`config.mk`:
```
export PLATFORM = sky130hd
export DESIGN_NAME = imm_encoder_flat
export DESIGN_NICKNAME = d
export VERILOG_FILES = /design/src/rtl/imm_encoder_pkg.sv /design/src/rtl/imm_encoder_if.sv /design/src/rtl/imm_encoder_pack.sv /design/src/rtl/imm_encoder.sv /design/src/flat_wrapper.sv
export SDC_FILE = /design/constraint.sdc
export NUM_CORES = 1
export LEC_CHECK = 0
export ABC_AREA = 1
export ABC_CLOCK_PERIOD_IN_PS = 9500
export CORE_MARGIN = 2
export CORE_UTILIZATION = 50
export DETAILED_ROUTE_END_ITERATION = 10
export PLACE_DENSITY = 0.8
export SLEW_MARGIN = 10
export SYNTH_ARGS = -nofsm -noshare
export SYNTH_HDL_FRONTEND = slang
export SYNTH_SLANG_ARGS = --single-unit
```
`constraint.sdc`:
```
create_clock -name clk -period 9.5 [get_ports clk]
set_input_delay 1.9 -clock clk [delete_from_list [all_inputs] [get_ports clk]]
set_output_delay 1.9 -clock clk [all_outputs]
set_load 0.01 [all_outputs]
```
`src/rtl/imm_encoder_pkg.sv`:
```
// Shared types and constants for the RV32I immediate encoder: format codes,
// the NOP word emitted for illegal formats, and per-format immediate limits.
package imm_pkg;

    typedef enum logic [2:0] {
        IMM_I = 3'b000,
        IMM_S = 3'b001,
        IMM_B = 3'b010,
        IMM_U = 3'b011,
        IMM_J = 3'b100,
        IMM_R = 3'b111
    } immsrc_t;

    localparam logic [31:0] NOP = 32'h0000_0013;

    localparam logic signed [31:0] I_MIN = -32'sd2048;
    localparam logic signed [31:0] I_MAX = 32'sd2047;
    localparam logic signed [31:0] B_MIN = -32'sd4096;
    localparam logic signed [31:0] B_MAX = 32'sd4094;
    localparam logic signed [31:0] J_MIN = -32'sd1048576;
    localparam logic signed [31:0] J_MAX = 32'sd1048574;

    function automatic logic out_of_range(input logic signed [31:0] v,
                                          input logic signed [31:0] lo,
                                          input logic signed [31:0] hi);
        return (v < lo) || (v > hi);
    endfunction

endpackage

```
`src/rtl/imm_encoder_if.sv`:
```
// Field-bundle input and instruction-memory write stream of the immediate encoder.
// master = loader side driving fields, slave = the encoder.
interface imm_encoder_if #(
    parameter int ADDR_W = 32
);
    logic              in_valid;
    logic              in_ready;
    logic [2:0]        in_immsrc;
    logic [6:0]        in_opcode;
    logic [4:0]        in_rd;
    logic [4:0]        in_rs1;
    logic [4:0]        in_rs2;
    logic [2:0]        in_funct3;
    logic [6:0]        in_funct7;
    logic [31:0]       in_imm;
    logic              out_valid;
    logic              out_ready;
    logic [ADDR_W-1:0] out_addr;
    logic [31:0]       out_instr;

    modport master (
        output in_valid, in_immsrc, in_opcode, in_rd, in_rs1, in_rs2,
               in_funct3, in_funct7, in_imm, out_ready,
        input  in_ready, out_valid, out_addr, out_instr
    );

    modport slave (
        input  in_valid, in_immsrc, in_opcode, in_rd, in_rs1, in_rs2,
               in_funct3, in_funct7, in_imm, out_ready,
        output in_ready, out_valid, out_addr, out_instr
    );
endinterface

```
`src/rtl/imm_encoder_pack.sv`:
```
// Combinational scatter of a 32-bit immediate and register fields into an
// RV32I instruction word, plus the per-format range/alignment check.
module imm_pack
    import imm_pkg::*;
(
    input  logic [2:0]  immsrc_i,
    input  logic [6:0]  opcode_i,
    input  logic [4:0]  rd_i,
    input  logic [4:0]  rs1_i,
    input  logic [4:0]  rs2_i,
    input  logic [2:0]  funct3_i,
    input  logic [6:0]  funct7_i,
    input  logic [31:0] imm_i,
    output logic [31:0] instr_o,
    output logic        range_err_o
);
    immsrc_t            src;
    logic signed [31:0] imm_s;

    assign src   = immsrc_t'(immsrc_i);
    assign imm_s = $signed(imm_i);

    always_comb begin
        instr_o     = NOP;
        range_err_o = 1'b0;
        case (src)
            IMM_I: begin
                instr_o     = {imm_i[11:0], rs1_i, funct3_i, rd_i, opcode_i};
                range_err_o = out_of_range(imm_s, I_MIN, I_MAX);
            end
            IMM_S: begin
                instr_o     = {imm_i[11:5], rs2_i, rs1_i, funct3_i, imm_i[4:0], opcode_i};
                range_err_o = out_of_range(imm_s, I_MIN, I_MAX);
            end
            IMM_B: begin
                instr_o     = {imm_i[12], imm_i[10:5], rs2_i, rs1_i, funct3_i,
                               imm_i[4:1], imm_i[11], opcode_i};
                range_err_o = out_of_range(imm_s, B_MIN, B_MAX) || imm_i[0];
            end
            IMM_U: begin
                instr_o     = {imm_i[31:12], rd_i, opcode_i};
                range_err_o = (imm_i[11:0] != 12'h000);
            end
            IMM_J: begin
                instr_o     = {imm_i[20], imm_i[10:1], imm_i[11], imm_i[19:12], rd_i, opcode_i};
                range_err_o = out_of_range(imm_s, J_MIN, J_MAX) || imm_i[0];
            end
            IMM_R: begin
                instr_o     = {funct7_i, rs2_i, rs1_i, funct3_i, rd_i, opcode_i};
            end
            default: begin
                range_err_o = 1'b1;
            end
        endcase
    end
endmodule

```
`src/rtl/imm_encoder.sv`:
```
// Two-stage valid/ready immediate encoder emitting a sequentially addressed
// instruction-memory write stream. Optional macro: ROUNDTRIP_CHECK_EN.
module imm_encoder
    import imm_pkg::*;
#(
    parameter int ADDR_W   = 32,
    parameter int ERRCNT_W = 8
) (
    input  logic                clk,
    input  logic                reset,
    input  logic                base_load,
    input  logic [ADDR_W-1:0]   base_addr,
    imm_encoder_if.slave        bus,
    output logic                err,
    output logic [ERRCNT_W-1:0] err_count
`ifdef ROUNDTRIP_CHECK_EN
    ,
    output logic                rt_mismatch
`endif
);
    logic        s1_valid_q, s1_valid_d;
    logic [2:0]  s1_immsrc_q;
    logic [6:0]  s1_opcode_q;
    logic [4:0]  s1_rd_q;
    logic [4:0]  s1_rs1_q;
    logic [4:0]  s1_rs2_q;
    logic [2:0]  s1_funct3_q;
    logic [6:0]  s1_funct7_q;
    logic [31:0] s1_imm_q;

    logic [31:0] s1_instr;
    logic        s1_err;
    logic        accept;
    logic        advance;

    logic [ADDR_W-1:0]   addr_cnt_q, addr_cnt_d;
    logic                s2_valid_q, s2_valid_d;
    logic [31:0]         out_instr_q, out_instr_d;
    logic [ADDR_W-1:0]   out_addr_q, out_addr_d;
    logic                err_q, err_d;
    logic [ERRCNT_W-1:0] err_count_q, err_count_d;

    assign advance      = s1_valid_q && (!s2_valid_q || bus.out_ready);
    assign bus.in_ready = !s1_valid_q || advance;
    assign accept       = bus.in_valid && bus.in_ready;

    imm_pack u_pack (
        .immsrc_i    (s1_immsrc_q),
        .opcode_i    (s1_opcode_q),
        .rd_i        (s1_rd_q),
        .rs1_i       (s1_rs1_q),
        .rs2_i       (s1_rs2_q),
        .funct3_i    (s1_funct3_q),
        .funct7_i    (s1_funct7_q),
        .imm_i       (s1_imm_q),
        .instr_o     (s1_instr),
        .range_err_o (s1_err)
    );

    always_comb begin
        s1_valid_d  = s1_valid_q;
        addr_cnt_d  = addr_cnt_q;
        s2_valid_d  = s2_valid_q;
        out_instr_d = out_instr_q;
        out_addr_d  = out_addr_q;
        err_d       = err_q;
        err_count_d = err_count_q;

        if (accept) begin
            s1_valid_d = 1'b1;
        end else if (advance) begin
            s1_valid_d = 1'b0;
        end

        // A load wins over the increment; the word advancing this cycle keeps the old address.
        if (base_load) begin
            addr_cnt_d = {base_addr[ADDR_W-1:2], 2'b00};
        end else if (advance && !reset) begin
            addr_cnt_d = addr_cnt_q + ADDR_W'(4);
        end

        if (advance) begin
            s2_valid_d  = 1'b1;
            out_instr_d = s1_instr;
            out_addr_d  = addr_cnt_q;
            if (s1_err) begin
                err_d = 1'b1;
                if (err_count_q != '1) begin
                    err_count_d = err_count_q + ERRCNT_W'(1);
                end
            end
        end else if (bus.out_ready) begin
            s2_valid_d = 1'b0;
        end
    end

    always_ff @(posedge clk) begin
        if (reset) begin
            s1_valid_q  <= 1'b0;
            s2_valid_q  <= 1'b0;
            out_instr_q <= '0;
            out_addr_q  <= '0;
            err_q       <= 1'b0;
            err_count_q <= '0;
        end else begin
            s1_valid_q  <= s1_valid_d;
            s2_valid_q  <= s2_valid_d;
            out_instr_q <= out_instr_d;
            out_addr_q  <= out_addr_d;
            err_q       <= err_d;
            err_count_q <= err_count_d;
        end
    end

    // NOTE: the counter and the S1 payload are not reset: the counter must keep a base
    // loaded just before reset, and the payload is qualified by s1_valid_q.
    always_ff @(posedge clk) begin
        addr_cnt_q <= addr_cnt_d;
    end

    always_ff @(posedge clk) begin
        if (accept) begin
            s1_immsrc_q <= bus.in_immsrc;
            s1_opcode_q <= bus.in_opcode;
            s1_rd_q     <= bus.in_rd;
            s1_rs1_q    <= bus.in_rs1;
            s1_rs2_q    <= bus.in_rs2;
            s1_funct3_q <= bus.in_funct3;
            s1_funct7_q <= bus.in_funct7;
            s1_imm_q    <= bus.in_imm;
        end
    end

    assign bus.out_valid = s2_valid_q;
    assign bus.out_instr = out_instr_q;
    assign bus.out_addr  = out_addr_q;
    assign err           = err_q;
    assign err_count     = err_count_q;

`ifdef ROUNDTRIP_CHECK_EN
    immsrc_t     s2_src_q;
    logic [31:0] s2_imm_q;
    logic        s2_flag_q;
    logic [31:0] rt_imm;
    logic        rt_q, rt_d;

    always_ff @(posedge clk) begin
        if (advance) begin
            s2_src_q  <= immsrc_t'(s1_immsrc_q);
            s2_imm_q  <= s1_imm_q;
            s2_flag_q <= s1_err;
        end
    end

    // Same sign-extension rules as the decode-stage extender; R and illegal never compare.
    always_comb begin
        rt_imm = s2_imm_q;
        case (s2_src_q)
            IMM_I: rt_imm = {{20{out_instr_q[31]}}, out_instr_q[31:20]};
            IMM_S: rt_imm = {{20{out_instr_q[31]}}, out_instr_q[31:25], out_instr_q[11:7]};
            IMM_B: rt_imm = {{19{out_instr_q[31]}}, out_instr_q[31], out_instr_q[7],
                             out_instr_q[30:25], out_instr_q[11:8], 1'b0};
            IMM_U: rt_imm = {out_instr_q[31:12], 12'h000};
            IMM_J: rt_imm = {{11{out_instr_q[31]}}, out_instr_q[31], out_instr_q[19:12],
                             out_instr_q[20], out_instr_q[30:21], 1'b0};
            default: rt_imm = s2_imm_q;
        endcase
        rt_d = rt_q || (s2_valid_q && !s2_flag_q && (rt_imm != s2_imm_q));
    end

    always_ff @(posedge clk) begin
        if (reset) begin
            rt_q <= 1'b0;
        end else begin
            rt_q <= rt_d;
        end
    end

    assign rt_mismatch = rt_q;
`endif
endmodule

```
`src/flat_wrapper.sv`:
```
// flat-port wrapper written by rule: the top's interface ports become plain ports
module imm_encoder_flat import imm_pkg::*;
#(
    parameter int ADDR_W   = 32,
    parameter int ERRCNT_W = 8
)
  (clk, reset, base_load, base_addr, err, err_count, bus_in_valid, bus_in_immsrc, bus_in_opcode, bus_in_rd, bus_in_rs1, bus_in_rs2, bus_in_funct3, bus_in_funct7, bus_in_imm, bus_out_ready, bus_in_ready, bus_out_valid, bus_out_addr, bus_out_instr);
  imm_encoder_if #(.ADDR_W(ADDR_W)) bus_i ();
  input  logic clk;
  input  logic reset;
  input  logic base_load;
  input  logic [ADDR_W-1:0] base_addr;
  output logic err;
  output logic [ERRCNT_W-1:0] err_count;
  input wire logic [$bits(bus_i.in_valid)-1:0] bus_in_valid;
  input wire logic [$bits(bus_i.in_immsrc)-1:0] bus_in_immsrc;
  input wire logic [$bits(bus_i.in_opcode)-1:0] bus_in_opcode;
  input wire logic [$bits(bus_i.in_rd)-1:0] bus_in_rd;
  input wire logic [$bits(bus_i.in_rs1)-1:0] bus_in_rs1;
  input wire logic [$bits(bus_i.in_rs2)-1:0] bus_in_rs2;
  input wire logic [$bits(bus_i.in_funct3)-1:0] bus_in_funct3;
  input wire logic [$bits(bus_i.in_funct7)-1:0] bus_in_funct7;
  input wire logic [$bits(bus_i.in_imm)-1:0] bus_in_imm;
  input wire logic [$bits(bus_i.out_ready)-1:0] bus_out_ready;
  output wire logic [$bits(bus_i.in_ready)-1:0] bus_in_ready;
  output wire logic [$bits(bus_i.out_valid)-1:0] bus_out_valid;
  output wire logic [$bits(bus_i.out_addr)-1:0] bus_out_addr;
  output wire logic [$bits(bus_i.out_instr)-1:0] bus_out_instr;
  assign bus_i.in_valid = bus_in_valid;
  assign bus_i.in_immsrc = bus_in_immsrc;
  assign bus_i.in_opcode = bus_in_opcode;
  assign bus_i.in_rd = bus_in_rd;
  assign bus_i.in_rs1 = bus_in_rs1;
  assign bus_i.in_rs2 = bus_in_rs2;
  assign bus_i.in_funct3 = bus_in_funct3;
  assign bus_i.in_funct7 = bus_in_funct7;
  assign bus_i.in_imm = bus_in_imm;
  assign bus_i.out_ready = bus_out_ready;
  assign bus_in_ready = bus_i.in_ready;
  assign bus_out_valid = bus_i.out_valid;
  assign bus_out_addr = bus_i.out_addr;
  assign bus_out_instr = bus_i.out_instr;
  imm_encoder #(.ADDR_W(ADDR_W), .ERRCNT_W(ERRCNT_W)) u_core (.clk(clk), .reset(reset), .base_load(base_load), .base_addr(base_addr), .bus(bus_i), .err(err), .err_count(err_count));
endmodule
```
; ---- Word level (Yosys, flattened, before mapping)
; Cells that the tools add are included.
; W data, S select, Z words.
[classes]
add_sub_neg = 2
n_lt_le_gt_ge = 6
n_eq_ne = 6
n_mux = 8
n_reduce_logical = 21
[op_table]
columns = cell, n
row1 = $pmux W32 S6, 1
row2 = $mux W32, 2
row3 = $add A32 B3 Y32 const B, 1
row4 = $gt A32 B12 Y1 const B, 1
row5 = $gt A32 B13 Y1 const B, 1
row6 = $gt A32 B21 Y1 const B, 1
row7 = $lt A32 B12 Y1 const B, 1
row8 = $lt A32 B13 Y1 const B, 1
row9 = $lt A32 B21 Y1 const B, 1
row10 = $reduce_bool A12 Y1, 1
row11 = $add A8 B1 Y8 const B, 1
row12 = $ne A8 B8 Y1 const B, 1
row13 = $logic_or A1 B1 Y1, 7
row14 = $eq A3 B2 Y1 const B, 2
row15 = $eq A3 B3 Y1 const B, 2
row16 = $reduce_bool A2 Y1, 3
row17 = $pmux W1 S5, 1
row18 = $mux W1, 4
row19 = $eq A3 B1 Y1 const B, 1
row20 = $logic_and A1 B1 Y1, 3
row21 = $logic_not A1 Y1, 3
row22 = $logic_not A3 Y1, 1
row23 = $reduce_and A3 Y1, 1
row24 = $reduce_and A2 Y1, 1
row25 = $reduce_or A2 Y1, 1
[totals]
regBits = 174
out_inout_bits = 75

; ---- Logic depth before layout (Yosys ltp)
[logic_depth]
depth_word = 6
depth_mapped = 15
ltp_nobuf = 14

; ---- By module
; Synthesis repeated with hierarchy kept, for this count alone.
[unflattened]
hier_cells = 899
area_unflattened_um2 = 7643.6
[by_module_without_submodules]
columns = mod, instances, cells_per_inst, area_per_inst_um2, seq_area_each_um2
row1 = imm_encoder, 1, 696, 6735.2, 4374.2
row2 = imm_pack, 1, 203, 908.4, 0.0

; ---- Least setup slack after synthesis
; Ideal clock, no wire load.
[synth_path]
path_type = input -> register
startpoint = input port bus_out_ready
endpoint = register u_core.addr_cnt_q[10] (enable)
setup_ns = 0.459
arrival_time_ns = 4.665
t_required_ns = 9.041
path_slack_ns = 4.376
stages = 6
path_cell_list = inv_1 nand2_1 nand2_1 clkbuf_1 clkbuf_1 o21ai_0
[synth_via]
elab_chain_cells = 4
[synth_lines]
columns = item, line_no
row1 = from (decl), flat_wrapper.sv:24  ; input wire logic [$bits(bus_i.out_ready)-1:0] bus_out_ready;
row2 = $logic_or A1 B1 Y1, imm_encoder.sv:43  ; assign advance = s1_valid_q && (!s2_valid_q || bus.out_ready);
row3 = $logic_and A1 B1 Y1, imm_encoder.sv:43
row4 = $logic_and A1 B1 Y1, imm_encoder.sv:78  ; end else if (advance && !reset) begin
row5 = $reduce_bool A2 Y1 (no source line), --
row6 = to (signal assigned), imm_encoder.sv:118  ; addr_cnt_q <= addr_cnt_d;
row7 = to (decl), imm_encoder.sv:36  ; logic [ADDR_W-1:0] addr_cnt_q, addr_cnt_d;
; No other way between the ends.
; A chain may end at the register's enable or synchronous reset.

; ---- Worst setup path after layout
[layout_path]
startpoint = input port bus_out_ready
endpoint = output port bus_in_ready
[layout_via]
elab_chain_cells = 3
[layout_lines]
columns = item, line_no
row1 = $logic_or A1 B1 Y1, imm_encoder.sv:43
row2 = $logic_and A1 B1 Y1, imm_encoder.sv:43
row3 = $logic_or A1 B1 Y1, imm_encoder.sv:44  ; assign bus.in_ready = !s1_valid_q || advance;
row4 = to (decl), flat_wrapper.sv:25  ; output wire logic [$bits(bus_i.in_ready)-1:0] bus_in_ready;
; No other way between the ends.

==> out/summary.md <==
### Clock tree
• Inserted Clock Buffers: 17
• Max H-tree Level: 4
• number of buffers inserted by hold repair at cts: 0
• clock-pin slew of the registers on the worst-case setup and hold paths: 0.07 ns
• buffers inserted during post-CTS setup optimization: 0
• clock tree from TritonCTS: done
• TritonCTS sink count: 170
• clock buffer depth: 2
• quantity of gates resized following cts: 0
• Clk Tree Root Cell: sky130_fd_sc_hd__clkbuf_16
• clk_lat worst skew: 0.43 ns

### Setup path
• CP most frequent cell: sky130_fd_sc_hd__clkdlybuf4s50_1
• worst setup path class: in -> out
• worst-path fanout max: 3
• data arrival at the endpoint of the critical path: 3.07 ns
• critical path startpoint category: input port
• critical path required time: 7.60 ns
• maximum single-stage delay on the critical path: 0.55 ns
• library cell contributing the largest single delay on the critical path: sky130_fd_sc_hd__clkdlybuf4s50_1
• Buf+Inv Stages, Crit Path: 3
• element type at the critical path end: output pin
• family of cells with the greatest summed delay on the critical path: buffers and inverters
• CP Cell Sequence: clkdlybuf4s50_1 > inv_1 > nand3_1 > clkdlybuf4s50_1

### Timing
• maximum operating frequency: 0.2012 GHz
• Final Hold Viols: 0
• share of the clock period used by the worst path after layout: 52.31%
• Slew @ Worst Pin: 0.9387 ns
• headroom to the max-slew limit: 37.35%
• Max Transition Viols Final: 0
• final critical delay including setup and external delays: 4.969 ns
• final setup violation count: 0
• setup tns final: 0 ns
• final hold slack: 0.4630 ns
• worst clock skew: 0.008214 ns
• unrepaired setup endpoints after global routing: false

### Final layout
• number of antenna repair diodes: 0
• most frequent standard cell in the layout excluding fill and tap cells: sky130_fd_sc_hd__nand2_1
• most frequent cells in the layout: 229 x sky130_fd_sc_hd__nand2_1, 174 x sky130_fd_sc_hd__clkdlybuf4s50_1, 97 x sky130_fd_sc_hd__edfxtp_1
• relative area change from synthesis to final layout: 33.53%
• net count of the finished layout: 1133
• filler instances: 1173
• fraction of final layout cells sized beyond drive strength 1: 6.442%

### Yosys
• count of flip-flops with a built-in enable after synthesis: 97
• synthesized area: 0.007535 mm2
• proportion of register bits with asynchronous set or reset after synthesis: 0%
• post-synthesis area per instance: 8.782 um2
• number of distinct library cell variants in the gate-level netlist after synthesis: 39
• synthesized netlist cell count: 858
• Main synth FF type: sky130_fd_sc_hd__edfxtp_1
• sequential-to-total area share from yosys stat: 58.05%
• number of synthesized register bits: 170
• warnings from Yosys: 0

### Detailed routing
• number of nets with antenna violations after detailed routing: 0
• via density per instance: 5.340
• Post-Route WL: 19.62 mm
• first-pass detailed-route iteration total: 5
• number of DRC markers in iteration 0: 560
• DRC violations left: 0
• per-cell routed wire length: 16.03 um
• DR vias: 6536

### Global route
• grt ovf: 0
• number of antenna violations at the first check in global routing: 0
• largest net degree at the start of global routing: 68
• total routing resource utilization after global routing: 24.56%
• vias in the first global route: 6198
• global-route wire length before repair: 30.88 mm

### Power
• IR Drop Worst-Case VDD: 0.1341 mV
• static leakage power: 0.003892 uW
• Pwr per Cell Area: 179.3 mW/mm2

### Min path
• path type of the worst min-delay path: reg -> reg

### Floorplan
• Placeable Area: 0.01464 mm2
• Die Span X: 126.8 um
• DIE AREA: 0.01607 mm2
• # IOs: 179
• cell row count: 44
• vertical extent of the die: 126.8 um
• Starting Density: 51.45%

### Flow run
• max-cap violation count: 0

### Place
• HPWL reported at the end of detailed placement: 13.81 mm
• RePlAce Congestion: 0.9022
• # port buffers: 174

### Outcome
• status: finished clean

-- path summary, 6_finish.rpt --
kind,from,endpoint,slack [ns],cells past startpoint
hold / removal,u_core.bus.out_instr[13],u_core.bus.out_instr[13],0.46,2
setup reg to reg,u_core.s1_immsrc_q[1],u_core.err_count[5],7.26,11
setup / recovery,bus_out_ready,bus_in_ready,4.53,4
hold reg to reg,u_core.bus.out_instr[13],u_core.bus.out_instr[13],0.46,2
-- cell usage after synthesis (3+ instances only) --
| library cell | n | area share, % |
|---|---|---|
| sky130_fd_sc_hd__a21oi_1 | 53 | 3.5 |
| sky130_fd_sc_hd__a22oi_1 | 3 | 0.30 |
| sky130_fd_sc_hd__clkbuf_1 | 25 | 1.2 |
| sky130_fd_sc_hd__dfxtp_1 | 73 | 19 |
| sky130_fd_sc_hd__edfxtp_1 | 97 | 39 |
| sky130_fd_sc_hd__inv_1 | 71 | 3.5 |
| sky130_fd_sc_hd__inv_2 | 3 | 0.15 |
| sky130_fd_sc_hd__nand2_1 | 230 | 11 |
| sky130_fd_sc_hd__nand2_2 | 5 | 0.42 |
| sky130_fd_sc_hd__nand3_1 | 47 | 3.1 |
| sky130_fd_sc_hd__nand4_1 | 10 | 0.83 |
| sky130_fd_sc_hd__nor2_1 | 96 | 4.8 |
| sky130_fd_sc_hd__nor2_2 | 7 | 0.58 |
| sky130_fd_sc_hd__nor2_4 | 3 | 0.45 |
| sky130_fd_sc_hd__nor3_1 | 11 | 0.73 |
| sky130_fd_sc_hd__nor3_2 | 3 | 0.40 |
| sky130_fd_sc_hd__nor4_1 | 3 | 0.25 |
| sky130_fd_sc_hd__o211ai_1 | 5 | 0.50 |
| sky130_fd_sc_hd__o21ai_0 | 61 | 4.1 |
| sky130_fd_sc_hd__o21ai_1 | 4 | 0.27 |
| sky130_fd_sc_hd__o221ai_1 | 7 | 0.81 |
| sky130_fd_sc_hd__xnor2_1 | 9 | 1.0 |
| sky130_fd_sc_hd__xor2_1 | 12 | 1.4 |
-- logic make-up after synthesis --
family | Yosys count | share of synthesized area (%)
xor gates and xnor gates | 21 | 2.441
buffers and inverters | 106 | 5.513
other | 1 | 0.04977
adders and majority gates | 2 | 0.3321
AOI/OAI and AO/OA | 140 | 10.30
DFF | 170 | 58.05
and+or+nand+nor | 418 | 23.31
-- state kept, by name, indices dropped and copies added (netlist names), 5 cells and up --
name / flops
u_core.s1_imm_q: 32
u_core.err_count: 8
u_core.s1_opcode_q: 7
u_core.bus.out_addr: 30
u_core.s1_funct7_q: 7
u_core.s1_rd_q: 5
u_core.s1_rs2_q: 5
u_core.s1_rs1_q: 5
u_core.addr_cnt_q: 30
u_core.bus.out_instr: 32
-- stage by stage --
| step | setup slack, ns | cells | area, um2 | util, % | power, uW |
|---|---|---|---|---|---|
| 2_1_floorplan | 4.376 | 859 | 7538 | - | 977.2 |
| 3_3_place_gp | 4.550 | 1192 | 9428 | 64.38 | 1084 |
| 3_5_place_dp | 4.516 | 1192 | 9428 | 64.38 | 1090 |
| 4_1_cts | 4.517 | 1224 | 10060 | 68.70 | 1811 |
| 5_1_grt | 4.477 | 1224 | 10060 | 68.70 | 1871 |
| 6_report | 4.531 | 1224 | 10060 | 68.70 | 1804 |
-- metal layers --
layer  track usage [%]  vias up  part of all wire (%)
met2             40.22      282                    47
met4             9.179        0                   2.0
met1             32.15     3039                    43
met5                 0        -                     0
li1                  -     3183                     -
met3             5.567       32                   8.1
-- report_power, final --
group / internal (uW) / switching (uW)
sequential: 831 / 34.4
clock: 436 / 292
combinational: 99.8 / 112
-- layout make-up --
| class | instances | area [um2] | area share (%) |
|---|---|---|---|
| Timing Repair Buffer | 180 | 1787 | 17.76 |
| Clock inverter | 11 | 130.1 | 1.293 |
| Clock buffer | 21 | 503.0 | 4.999 |
| Sequential cell | 170 | 4374 | 43.48 |
| Inverter | 75 | 281.5 | 2.798 |
| Multi-Input combinational cell | 583 | 2755 | 27.38 |
| Tap cell | 184 | 230.2 | 2.288 |
-- worst min-delay path, cell delays in order (launching register included) --
cell                      delay, ns
sky130_fd_sc_hd__dfxtp_1       0.31
sky130_fd_sc_hd__nand2_1       0.06
sky130_fd_sc_hd__a21oi_1       0.05
No activity file was read; power rests on OpenSTA's default activity.
